[src/rtl/axil_register_responder.sv]
// AXI4-Lite responder for a bank of 32-bit control registers at BASE_ADDRESS.
// Independent write (5-state) and read (2-state) channel FSMs with registered outputs.
module axil_register_responder #(
  parameter logic [31:0] BASE_ADDRESS = 32'h43C01000,
  parameter int          N_REGISTERS  = 8,
  parameter logic [31:0] RESET_VALUE  = 32'h0
) (
  input  logic                       clock,
  input  logic                       reset,
  input  logic [31:0]                axi_awaddr,
  input  logic                       axi_awvalid,
  output logic                       axi_awready,
  input  logic [31:0]                axi_wdata,
  input  logic [3:0]                 axi_wstrb,
  input  logic                       axi_wvalid,
  output logic                       axi_wready,
  output logic [1:0]                 axi_bresp,
  output logic                       axi_bvalid,
  input  logic                       axi_bready,
  input  logic [31:0]                axi_araddr,
  input  logic                       axi_arvalid,
  output logic                       axi_arready,
  output logic [31:0]                axi_rdata,
  output logic [1:0]                 axi_rresp,
  output logic                       axi_rvalid,
  input  logic                       axi_rready,
  output logic [32*N_REGISTERS-1:0]  reg_out,
  output logic [N_REGISTERS-1:0]     write_strobe
);

  localparam int          IW    = (N_REGISTERS > 1) ? $clog2(N_REGISTERS) : 1;
  localparam logic [31:0] SPAN  = 32'(4 * N_REGISTERS);
  localparam logic [1:0]  OKAY  = 2'b00;
  localparam logic [1:0]  SLVERR = 2'b10;

  typedef enum logic [2:0] {
    W_IDLE      = 3'd0,
    W_HAVE_ADDR = 3'd1,
    W_HAVE_DATA = 3'd2,
    W_COMMIT    = 3'd3,
    W_RESP      = 3'd4
  } w_state_t;

  typedef enum logic {
    R_IDLE = 1'b0,
    R_RESP = 1'b1
  } r_state_t;

  w_state_t                w_state_q;
  r_state_t                r_state_q;
  logic [31:0]             regs_q [N_REGISTERS];
  logic [31:0]             awaddr_q;
  logic [31:0]             wdata_q;
  logic [3:0]              wstrb_q;
  logic                    awready_q;
  logic                    wready_q;
  logic                    bvalid_q;
  logic [1:0]              bresp_q;
  logic [N_REGISTERS-1:0]  strobe_q;
  logic                    arready_q;
  logic                    rvalid_q;
  logic [31:0]             rdata_q;
  logic [1:0]              rresp_q;

  logic                    aw_hs;
  logic                    w_hs;
  logic                    ar_hs;
  logic [31:0]             wr_off;
  logic [31:0]             rd_off;
  logic                    wr_hit;
  logic                    rd_hit;
  logic [IW-1:0]           wr_idx;
  logic [IW-1:0]           rd_idx;
  logic [31:0]             commit_data_d;
  logic [31:0]             rdata_d;

  function automatic logic [31:0] merge_bytes(input logic [31:0] old_v,
                                              input logic [31:0] new_v,
                                              input logic [3:0]  strb);
    logic [31:0] result;
    result = old_v;
    for (int b = 0; b < 4; b++) begin
      result[8*b +: 8] = strb[b] ? new_v[8*b +: 8] : old_v[8*b +: 8];
    end
    return result;
  endfunction

  // Window decode: unsigned offset compare covers both ends; low two address bits drop out of the index.
  always_comb begin
    aw_hs         = axi_awvalid & awready_q;
    w_hs          = axi_wvalid & wready_q;
    ar_hs         = axi_arvalid & arready_q;
    wr_off        = awaddr_q - BASE_ADDRESS;
    wr_hit        = (awaddr_q >= BASE_ADDRESS) && (wr_off < SPAN);
    wr_idx        = wr_off[IW+1:2];
    rd_off        = axi_araddr - BASE_ADDRESS;
    rd_hit        = (axi_araddr >= BASE_ADDRESS) && (rd_off < SPAN);
    rd_idx        = rd_off[IW+1:2];
    commit_data_d = merge_bytes(regs_q[wr_idx], wdata_q, wstrb_q);
    rdata_d       = rd_hit ? regs_q[rd_idx] : 32'h0000_0000;
  end

  // Write channel FSM and register bank.
  always_ff @(posedge clock) begin
    if (reset) begin
      w_state_q <= W_IDLE;
      awready_q <= 1'b0;
      wready_q  <= 1'b0;
      bvalid_q  <= 1'b0;
      bresp_q   <= OKAY;
      strobe_q  <= '0;
      awaddr_q  <= 32'h0000_0000;
      wdata_q   <= 32'h0000_0000;
      wstrb_q   <= 4'h0;
      for (int i = 0; i < N_REGISTERS; i++) begin
        regs_q[i] <= RESET_VALUE;
      end
    end else begin
      strobe_q <= '0;
      case (w_state_q)
        W_IDLE: begin
          if (aw_hs) awaddr_q <= axi_awaddr;
          if (w_hs) begin
            wdata_q <= axi_wdata;
            wstrb_q <= axi_wstrb;
          end
          awready_q <= ~aw_hs;
          wready_q  <= ~w_hs;
          if (aw_hs && w_hs)  w_state_q <= W_COMMIT;
          else if (aw_hs)     w_state_q <= W_HAVE_ADDR;
          else if (w_hs)      w_state_q <= W_HAVE_DATA;
          else                w_state_q <= W_IDLE;
        end
        W_HAVE_ADDR: begin
          if (w_hs) begin
            wdata_q   <= axi_wdata;
            wstrb_q   <= axi_wstrb;
            wready_q  <= 1'b0;
            w_state_q <= W_COMMIT;
          end
        end
        W_HAVE_DATA: begin
          if (aw_hs) begin
            awaddr_q  <= axi_awaddr;
            awready_q <= 1'b0;
            w_state_q <= W_COMMIT;
          end
        end
        W_COMMIT: begin
          if (wr_hit) begin
            regs_q[wr_idx]   <= commit_data_d;
            strobe_q[wr_idx] <= 1'b1;
          end
          bresp_q   <= wr_hit ? OKAY : SLVERR;
          bvalid_q  <= 1'b1;
          w_state_q <= W_RESP;
        end
        W_RESP: begin
          if (axi_bready) begin
            bvalid_q  <= 1'b0;
            awready_q <= 1'b1;
            wready_q  <= 1'b1;
            w_state_q <= W_IDLE;
          end
        end
        default: begin
          awready_q <= 1'b0;
          wready_q  <= 1'b0;
          bvalid_q  <= 1'b0;
          w_state_q <= W_IDLE;
        end
      endcase
    end
  end

  // Read channel FSM; rdata samples the bank before any commit landing on the same edge.
  always_ff @(posedge clock) begin
    if (reset) begin
      r_state_q <= R_IDLE;
      arready_q <= 1'b0;
      rvalid_q  <= 1'b0;
      rdata_q   <= 32'h0000_0000;
      rresp_q   <= OKAY;
    end else begin
      case (r_state_q)
        R_IDLE: begin
          if (ar_hs) begin
            rdata_q   <= rdata_d;
            rresp_q   <= rd_hit ? OKAY : SLVERR;
            rvalid_q  <= 1'b1;
            arready_q <= 1'b0;
            r_state_q <= R_RESP;
          end else begin
            arready_q <= 1'b1;
          end
        end
        R_RESP: begin
          if (axi_rready) begin
            rvalid_q  <= 1'b0;
            arready_q <= 1'b1;
            r_state_q <= R_IDLE;
          end
        end
        default: begin
          rvalid_q  <= 1'b0;
          arready_q <= 1'b0;
          r_state_q <= R_IDLE;
        end
      endcase
    end
  end

  assign axi_awready  = awready_q;
  assign axi_wready   = wready_q;
  assign axi_bvalid   = bvalid_q;
  assign axi_bresp    = bresp_q;
  assign axi_arready  = arready_q;
  assign axi_rvalid   = rvalid_q;
  assign axi_rdata    = rdata_q;
  assign axi_rresp    = rresp_q;
  assign write_strobe = strobe_q;

  for (genvar g = 0; g < N_REGISTERS; g++) begin : g_reg_out
    assign reg_out[32*g +: 32] = regs_q[g];
  end

endmodule

[config.mk]
export PLATFORM = sky130hd
export DESIGN_NAME = axil_register_responder
export DESIGN_NICKNAME = d
export VERILOG_FILES = /design/src/rtl/axil_register_responder.sv
export SDC_FILE = /design/constraint.sdc
export NUM_CORES = 1
export LEC_CHECK = 0
export BUFFER_PORTS_ARGS = -buffer_cell sky130_fd_sc_hd__buf_2
export CAP_MARGIN = 30
export CORE_MARGIN = 4
export CORE_UTILIZATION = 30
export DETAILED_ROUTE_END_ITERATION = 6
export MAX_ROUTING_LAYER = met4
export SLEW_MARGIN = 20
export SYNTH_ARGS = -nofsm -noshare
export SYNTH_HDL_FRONTEND = slang
export SYNTH_SLANG_ARGS = --single-unit
[constraint.sdc]
create_clock -name clock -period 3.77 [get_ports clock]
set_clock_uncertainty 0.1 [all_clocks]
set_input_delay 0.5655 -clock clock [delete_from_list [all_inputs] [get_ports clock]]
set_output_delay 0.5655 -clock clock [all_outputs]
set_load 0.02 [all_outputs]
==> impl_results.md, run 1 <==
* Ports at 412
* Die height at 251 um
* PostCTS Resize Cnt at 0
* Xor/xnor cell area share of the yosys netlist at 0.0986%
* Met1 Usage GRT at 26.1%
* Hold WC Path Type: input port to flip-flop
* CTS tree: built
* Power Internal at 7.73 mW
* Final net count at 1927
* Worst Path Max Fanout at 60
* WP data arrival at 3.66 ns
* Inserted Clock Buffers at 45
* Synth Area in Simple Gates at 21.1%
* Initial core utilization at 30.6%
* Reg power frac at 44.9%
* Cell count after synthesis at 1464
* Synth area leaders: edfxtp_1 43%, dfxtp_1 13%, mux4_2 8.1%
* Worst Max-Slew Pin Slew at 0.886 ns
* Vias in the first global route at 14.2k
* Yosys Warn Count at 0
* Ys flop type: edfxtp_1
* # placed instances at 2537
* DP Wirelength at 46000 um
* Die width at 251 um
* Routing usage on met2 at 33.5%
* Crit path capture type: flip-flop
* Final hold vios at 0
* GR Util met3 at 5.98%
* Fin. max-slew vios at 0
* Unrepaired setup endpoints after global routing: no
* Largest net degree at the start of global routing at 134
* Die footprint at 63200 um2
* H-Tree Depth at 2
* Mapped cell area at 17800 um2
* Final Setup Violations at 0
* Worst-case vdd ir drop at 0.312 mV
* Compound-Gate Fraction of Synth Area at 7.22%
* Worst setup SP type: flip-flop
* Gate power share at 10.6%
* Smallest setup slack after layout at 0.289 ns
* Run status: finished, final reports clean
* Sink Count at 373
* Crit path time final at 3.48 ns
* Layout cell share with drive strength beyond 1 at 40.4%
* Synth top cells by count: 256 x edfxtp_1, 244 x nand2_1, 170 x nor4_1, 119 x clkbuf_1, 117 x dfxtp_1
* Most numerous cell in the Yosys netlist: edfxtp_1
* Gpl congestion at 0.835
* Clk_lat worst skew at 0.57 ns
* Rows at 88
* Setup bufs post-CTS at 0
* CTS clk-pin slew, worst paths at 0.06 ns
* Total track usage at 20.8%
* Max_cap viols at 0
* Leakage power at 7.78 nW
* Worst Path Required at 3.95 ns
* # DRC at 0
* Remaining antenna violation count at 0
* Fillers at 5647
* Pwr/cell area at 461 nW/um2
* Final worst path period share at 92.3%
* Fmax at 287 MHz
* Vias/cell at 5.45
* Synth area leader: edfxtp_1
* DP Worst Slack at 0.344 ns
* CTS Hold Buffers Added at 0
* DRC marker count from the first detailed-route iteration at 1065
* Synthesis-stage register bit count at 373
* Synth top area share at 43.3%
* WL/cell at 25.4 um
* GRT Residual Overflow at 0
* Non-filler cells, final at 2629
* First-pass GRT wire length at 96300 um
* Distinct cells, synth at 50
* Post-synthesis sequential area ratio at 56.5%
* Mean Syn Cell Area at 12.1 um2
* Gr busiest metal: met2
* Synth async-reset ratio at 0%
* Port bufs at 405
* Setup CP Type: flip-flop to flip-flop
* TNS Setup at 0 ns
* Clk pwr share at 44.5%
* Hold Slack at 0.128 ns
* Clock Tree Buf Depth at 3
* Root Driver: clkbuf_16
* Combinational family with the most area after synthesis: simple AND/OR/NAND/NOR gates
* Antenna violations before repair at 7
* Via count at 14.3k
* Psw at 2.58 mW
* Total Wirelength at 66700 um
* Mux cell area share after synthesis at 10.4%
* Area grow syn2layout at 25.9%
* Switching share of power at 25.0%
* Core footprint at 58100 um2
* EDFF count, synth at 256
* Max-slew headroom at 40.9%
* DR pass1 iterations at 5
* Synth Area in Adders at 0%
-- layout make-up --
| type | instances | area (um2) | area share (%) |
|---|---|---|---|
| sequential | 373 | 10000 | 44.8 |
| multi-input combinational | 916 | 6990 | 31.2 |
| timing repair buffer | 479 | 2790 | 12.5 |
| clock buffer | 63 | 1280 | 5.71 |
| tap | 765 | 957 | 4.28 |
| clock inverter | 21 | 288 | 1.29 |
| inverter | 5 | 18.8 | 0.0839 |
| antenna | 7 | 17.5 | 0.0783 |
-- critical path, cell delays in order, from the launching register on --
cell      delay (ns)
dfxtp_1         0.34
nor3_1          0.60
a41o_1          0.32
a211o_1         0.14
a2111o_2        0.71
buf_4           0.70
nor4_1          0.16
-- cell families after synthesis --
kind of cell | Yosys count
simple gates | 613
flops | 373
compound gates | 199
buf+inv | 176
mux | 100
xor+xnor | 2
other cells | 1
-- cells in the final DEF, fill, tap and decap left out, types with 3 or more instances in the layout --
cell / count
buf_4: 61
nand2_1: 242
clkinv_1: 7
mux2_2: 34
clkbuf_1: 12
buf_2: 402
nand4_1: 3
o21bai_1: 32
nand2b_1: 3
nor4_1: 170
diode_2: 7
a21oi_1: 106
or3_1: 6
and2_1: 5
inv_1: 5
dfxtp_1: 117
nor3_1: 17
buf_12: 14
nor2_1: 8
o2111ai_1: 33
bufinv_16: 7
o21a_1: 3
mux4_2: 64
clkbuf_16: 47
clkbuf_8: 4
edfxtp_1: 256
o21ai_0: 7
nand3b_1: 3
nor2b_1: 12
nor4_2: 92
nand3_1: 37
-- worst paths after layout --
| kind | startpoint | to | slack, ns | cells past startpoint |
|---|---|---|---|---|
| setup reg to reg | awaddr_q[12]$_SDFFE_PP0P_ | regs_q[2][30]$_SDFFCE_PN0P_ | 0.29 | 6 |
| setup / recovery | awaddr_q[12]$_SDFFE_PP0P_ | regs_q[2][30]$_SDFFCE_PN0P_ | 0.29 | 6 |
| hold reg to reg | axi_rdata[24]$_SDFFE_PP0P_ | axi_rdata[24]$_SDFFE_PP0P_ | 0.35 | 2 |
| hold / removal | axi_awaddr[12] | awaddr_q[12]$_SDFFE_PP0P_ | 0.13 | 3 |
-- flip-flops by register name (all words and copies together) (netlist names), 3 cells and up --
register      flops
w_state_q         3
axi_rdata        32
regs_q          256
awaddr_q         30
wstrb_q           4
write_strobe      8
wdata_q          32
-- per-stage QoR --
stage                     power (mW)  area, um2  util, %
after floorplan                 5.30      17800        -
after global placement          5.79      20700     35.7
after detailed placement        5.81      20800     35.7
after CTS                       10.4      22300     38.4
after global routing            10.7      22400     38.5
final                           10.3      22400     38.5
-- routing by layer --
metal  up-vias  share of wire, %
met5         -                 0
met1      7136                40
li1       6435                 -
met3       105               9.0
met2       642                48
met4         0               2.6
-- power by group through the flow --
stage | logic (mW) | registers (mW) | clock network, mW
2_1_floorplan | 0.501 | 4.80 | 0
3_3_place_gp | 1.08 | 4.71 | 0
3_5_place_dp | 1.09 | 4.72 | 0
4_1_cts | 1.10 | 4.63 | 4.68
5_1_grt | 1.16 | 4.65 | 4.86
6_report | 1.09 | 4.63 | 4.58
No activity file was read; power rests on OpenSTA's default activity.
==> run 2: changes to the inputs <==
CAP_MARGIN = default   (was 30)
CORE_ASPECT_RATIO = 1.1   (was default)
==> run 2 against run 1 <==
Compared with the run above: worst setup slack better by 0.10 ns; die area is essentially flat; critical endpoint is now regs_q[3][12]$_SDFFCE_PN0P_; highest routed layer unchanged; hold slack worse by 0.014 ns; combinational power is essentially flat; global-route usage shrank 0.50 points; critical path depth rose by 1; total power is 1.9% lower; count of clock-buffer cells in the layout increased by 3; sequential power barely moved.
==> impl_results.md, run 2 (synthesis gave the netlist of run 1 again) <==
* Worst Path Required at 4.01 ns (was 3.95 ns)
* Remaining antenna violation count at 0 (unchanged)
* Final hold vios at 0 (unchanged)
* Inserted Clock Buffers at 42 (was 45)
* Vias/cell at 5.47 (was 5.45)
* TNS Setup at 0 ns (unchanged)
* Total power at 10.1 mW (was 10.3 mW)
* Setup slack, reg-to-reg at 0.39 ns (was 0.29 ns)
* Pwr/cell area at 457 nW/um2 (was 461 nW/um2)
* Gate power share at 10.6% (about the same)
* Max FFs per register at 256 (unchanged)
* PostCTS Resize Cnt at 0 (unchanged)
* Crit path time final at 3.38 ns (was 3.48 ns)
* Worst Max-Slew Pin Slew at 1.11 ns (was 0.886 ns)
* Area grow syn2layout at 24.7% (was 25.9%)
* Setup CP Type: flip-flop to flip-flop (unchanged)
* Port bufs at 405 (unchanged)
* CTS clk-pin slew, worst paths at 0.06 ns (about the same)
* Leakage power at 7.71 nW (was 7.78 nW)
* Final worst path period share at 89.6% (was 92.3%)
* Setup bufs post-CTS at 0 (unchanged)
* Run status: finished, final reports clean (unchanged)
* Dpl cell area at 20600 um2 (was 20800 um2)
* Crit path capture type: flip-flop (unchanged)
* Worst setup SP type: flip-flop (unchanged)
* Gpl congestion at 0.914 (was 0.835)
* Final core utilization at 37.8% (was 38.5%)
* Total track usage at 20.3% (was 20.8%)
* Fmax at 296 MHz (was 287 MHz)
* Finished Cell Area at 22100 um2 (was 22400 um2)
* Clk_lat worst skew at 0.55 ns (was 0.57 ns)
* Antenna violations before repair at 9 (was 7)
* DRC marker count from the first detailed-route iteration at 1011 (was 1065)
* Vias in the first global route at 14.2k (about the same)
* Initial core utilization at 30.3% (was 30.6%)
* CTS Hold Buffers Added at 0 (unchanged)
* Largest net degree at the start of global routing at 129 (was 134)
* GRT Residual Overflow at 0 (unchanged)
* Total Wirelength at 65000 um (was 66700 um)
* Power Internal at 7.58 mW (was 7.73 mW)
* Reg power frac at 45.7% (was 44.9%)
* Most frequent cells in the layout: 402 x buf_2, 256 x edfxtp_1, 242 x nand2_1 (unchanged)
* Layout cell share with drive strength beyond 1 at 40.6% (was 40.4%)
* Sink Count at 373 (unchanged)
* Most flops, register: regs_q (unchanged)
* Hold WC Path Type: input port to flip-flop (unchanged)
* Die height at 263 um (was 251 um)
* Ports at 412 (unchanged)
* Worst Path Max Fanout at 90 (was 60)
* DP Wirelength at 45300 um (was 46000 um)
* Die footprint at 63200 um2 (about the same)
* First-pass GRT wire length at 94800 um (was 96300 um)
* Max-slew headroom at 26.3% (was 40.9%)
* Rows at 93 (was 88)
* Final net count at 1915 (was 1927)
* Psw at 2.53 mW (was 2.58 mW)
* WL/cell at 24.9 um (was 25.4 um)
* Via count at 14.3k (about the same)
* Clk pwr share at 43.7% (was 44.5%)
* Unrepaired setup endpoints after global routing: no (unchanged)
* Max_cap viols at 0 (unchanged)
* Fin. max-slew vios at 0 (unchanged)
* Worst-case vdd ir drop at 0.282 mV (was 0.312 mV)
* H-Tree Depth at 2 (unchanged)
* Switching share of power at 25.0% (about the same)
* WP data arrival at 3.62 ns (was 3.66 ns)
* DR pass1 iterations at 5 (unchanged)
* Most common cell after layout, fill and taps aside: buf_2 (unchanged)
* Final Setup Violations at 0 (unchanged)
* Core footprint at 58600 um2 (was 58100 um2)
* Root Driver: clkbuf_16 (unchanged)
* # DRC at 0 (unchanged)
* CTS tree: built (unchanged)
* Clock Tree Buf Depth at 3 (unchanged)
* Die width at 240 um (was 251 um)
[run 2: critical path, stage by stage, from the launching register on]
cell and delay (ns):
dfxtp_1 0.35, nor3_1 0.62, a41o_1 0.33, nand4_1 0.12
a2111o_2 0.57, buf_12 0.28, buf_4 0.37, nor4_2 0.35
[run 2: per-layer routing]
| layer | up-vias | track usage (%) | share of wire, % |
|---|---|---|---|
| met5 | - | - | 0 |
| met4 | 0 | 5.30 | 2.6 |
| met3 | 89 | 6.42 | 9.1 |
| met1 | 7142 | 25.0 | 40 |
| met2 | 628 | 32.6 | 48 |
| li1 | 6407 | - | - |
[run 2: worst paths after layout]
check	depth (start not counted)	start	to
setup / recovery	7	awaddr_q[12]$_SDFFE_PP0P_	regs_q[3][12]$_SDFFCE_PN0P_
hold / removal	2	reset	wdata_q[25]$_SDFFE_PP0P_
setup reg to reg	7	awaddr_q[12]$_SDFFE_PP0P_	regs_q[3][12]$_SDFFCE_PN0P_
hold reg to reg	2	axi_rdata[16]$_SDFFE_PP0P_	axi_rdata[16]$_SDFFE_PP0P_
[run 2: power groups by stage]
| stage | combinational, mW | sequential, mW | clock (mW) |
|---|---|---|---|
| after floorplan | 0.501 | 4.80 | 0 |
| after global placement | 1.07 | 4.71 | 0 |
| after detailed placement | 1.08 | 4.72 | 0 |
| after CTS | 1.08 | 4.63 | 4.51 |
| after global routing | 1.14 | 4.64 | 4.67 |
| final | 1.07 | 4.63 | 4.42 |
[run 2: final cells by class]
class,instances,area [um2]
fillers,5725,36500
flip-flops and latches,373,10000
multi-input cells,916,6990
repair buffers,470,2650
clock buffers,66,1330
well taps,760,951
clock inverters,12,166
inverters,5,18.8
diodes,7,17.5
[run 2: through the flow]
step / setup WS, ns / hold WS, ns / instances
CTS: 0.460 / 0.0746 / 2602
finish: 0.393 / 0.114 / 2609
global placement: 0.520 / 0.335 / 2524
detailed placement: 0.484 / 0.342 / 2524
floorplan: 0.823 / 0.331 / 1465
global route: 0.145 / 0.0981 / 2608
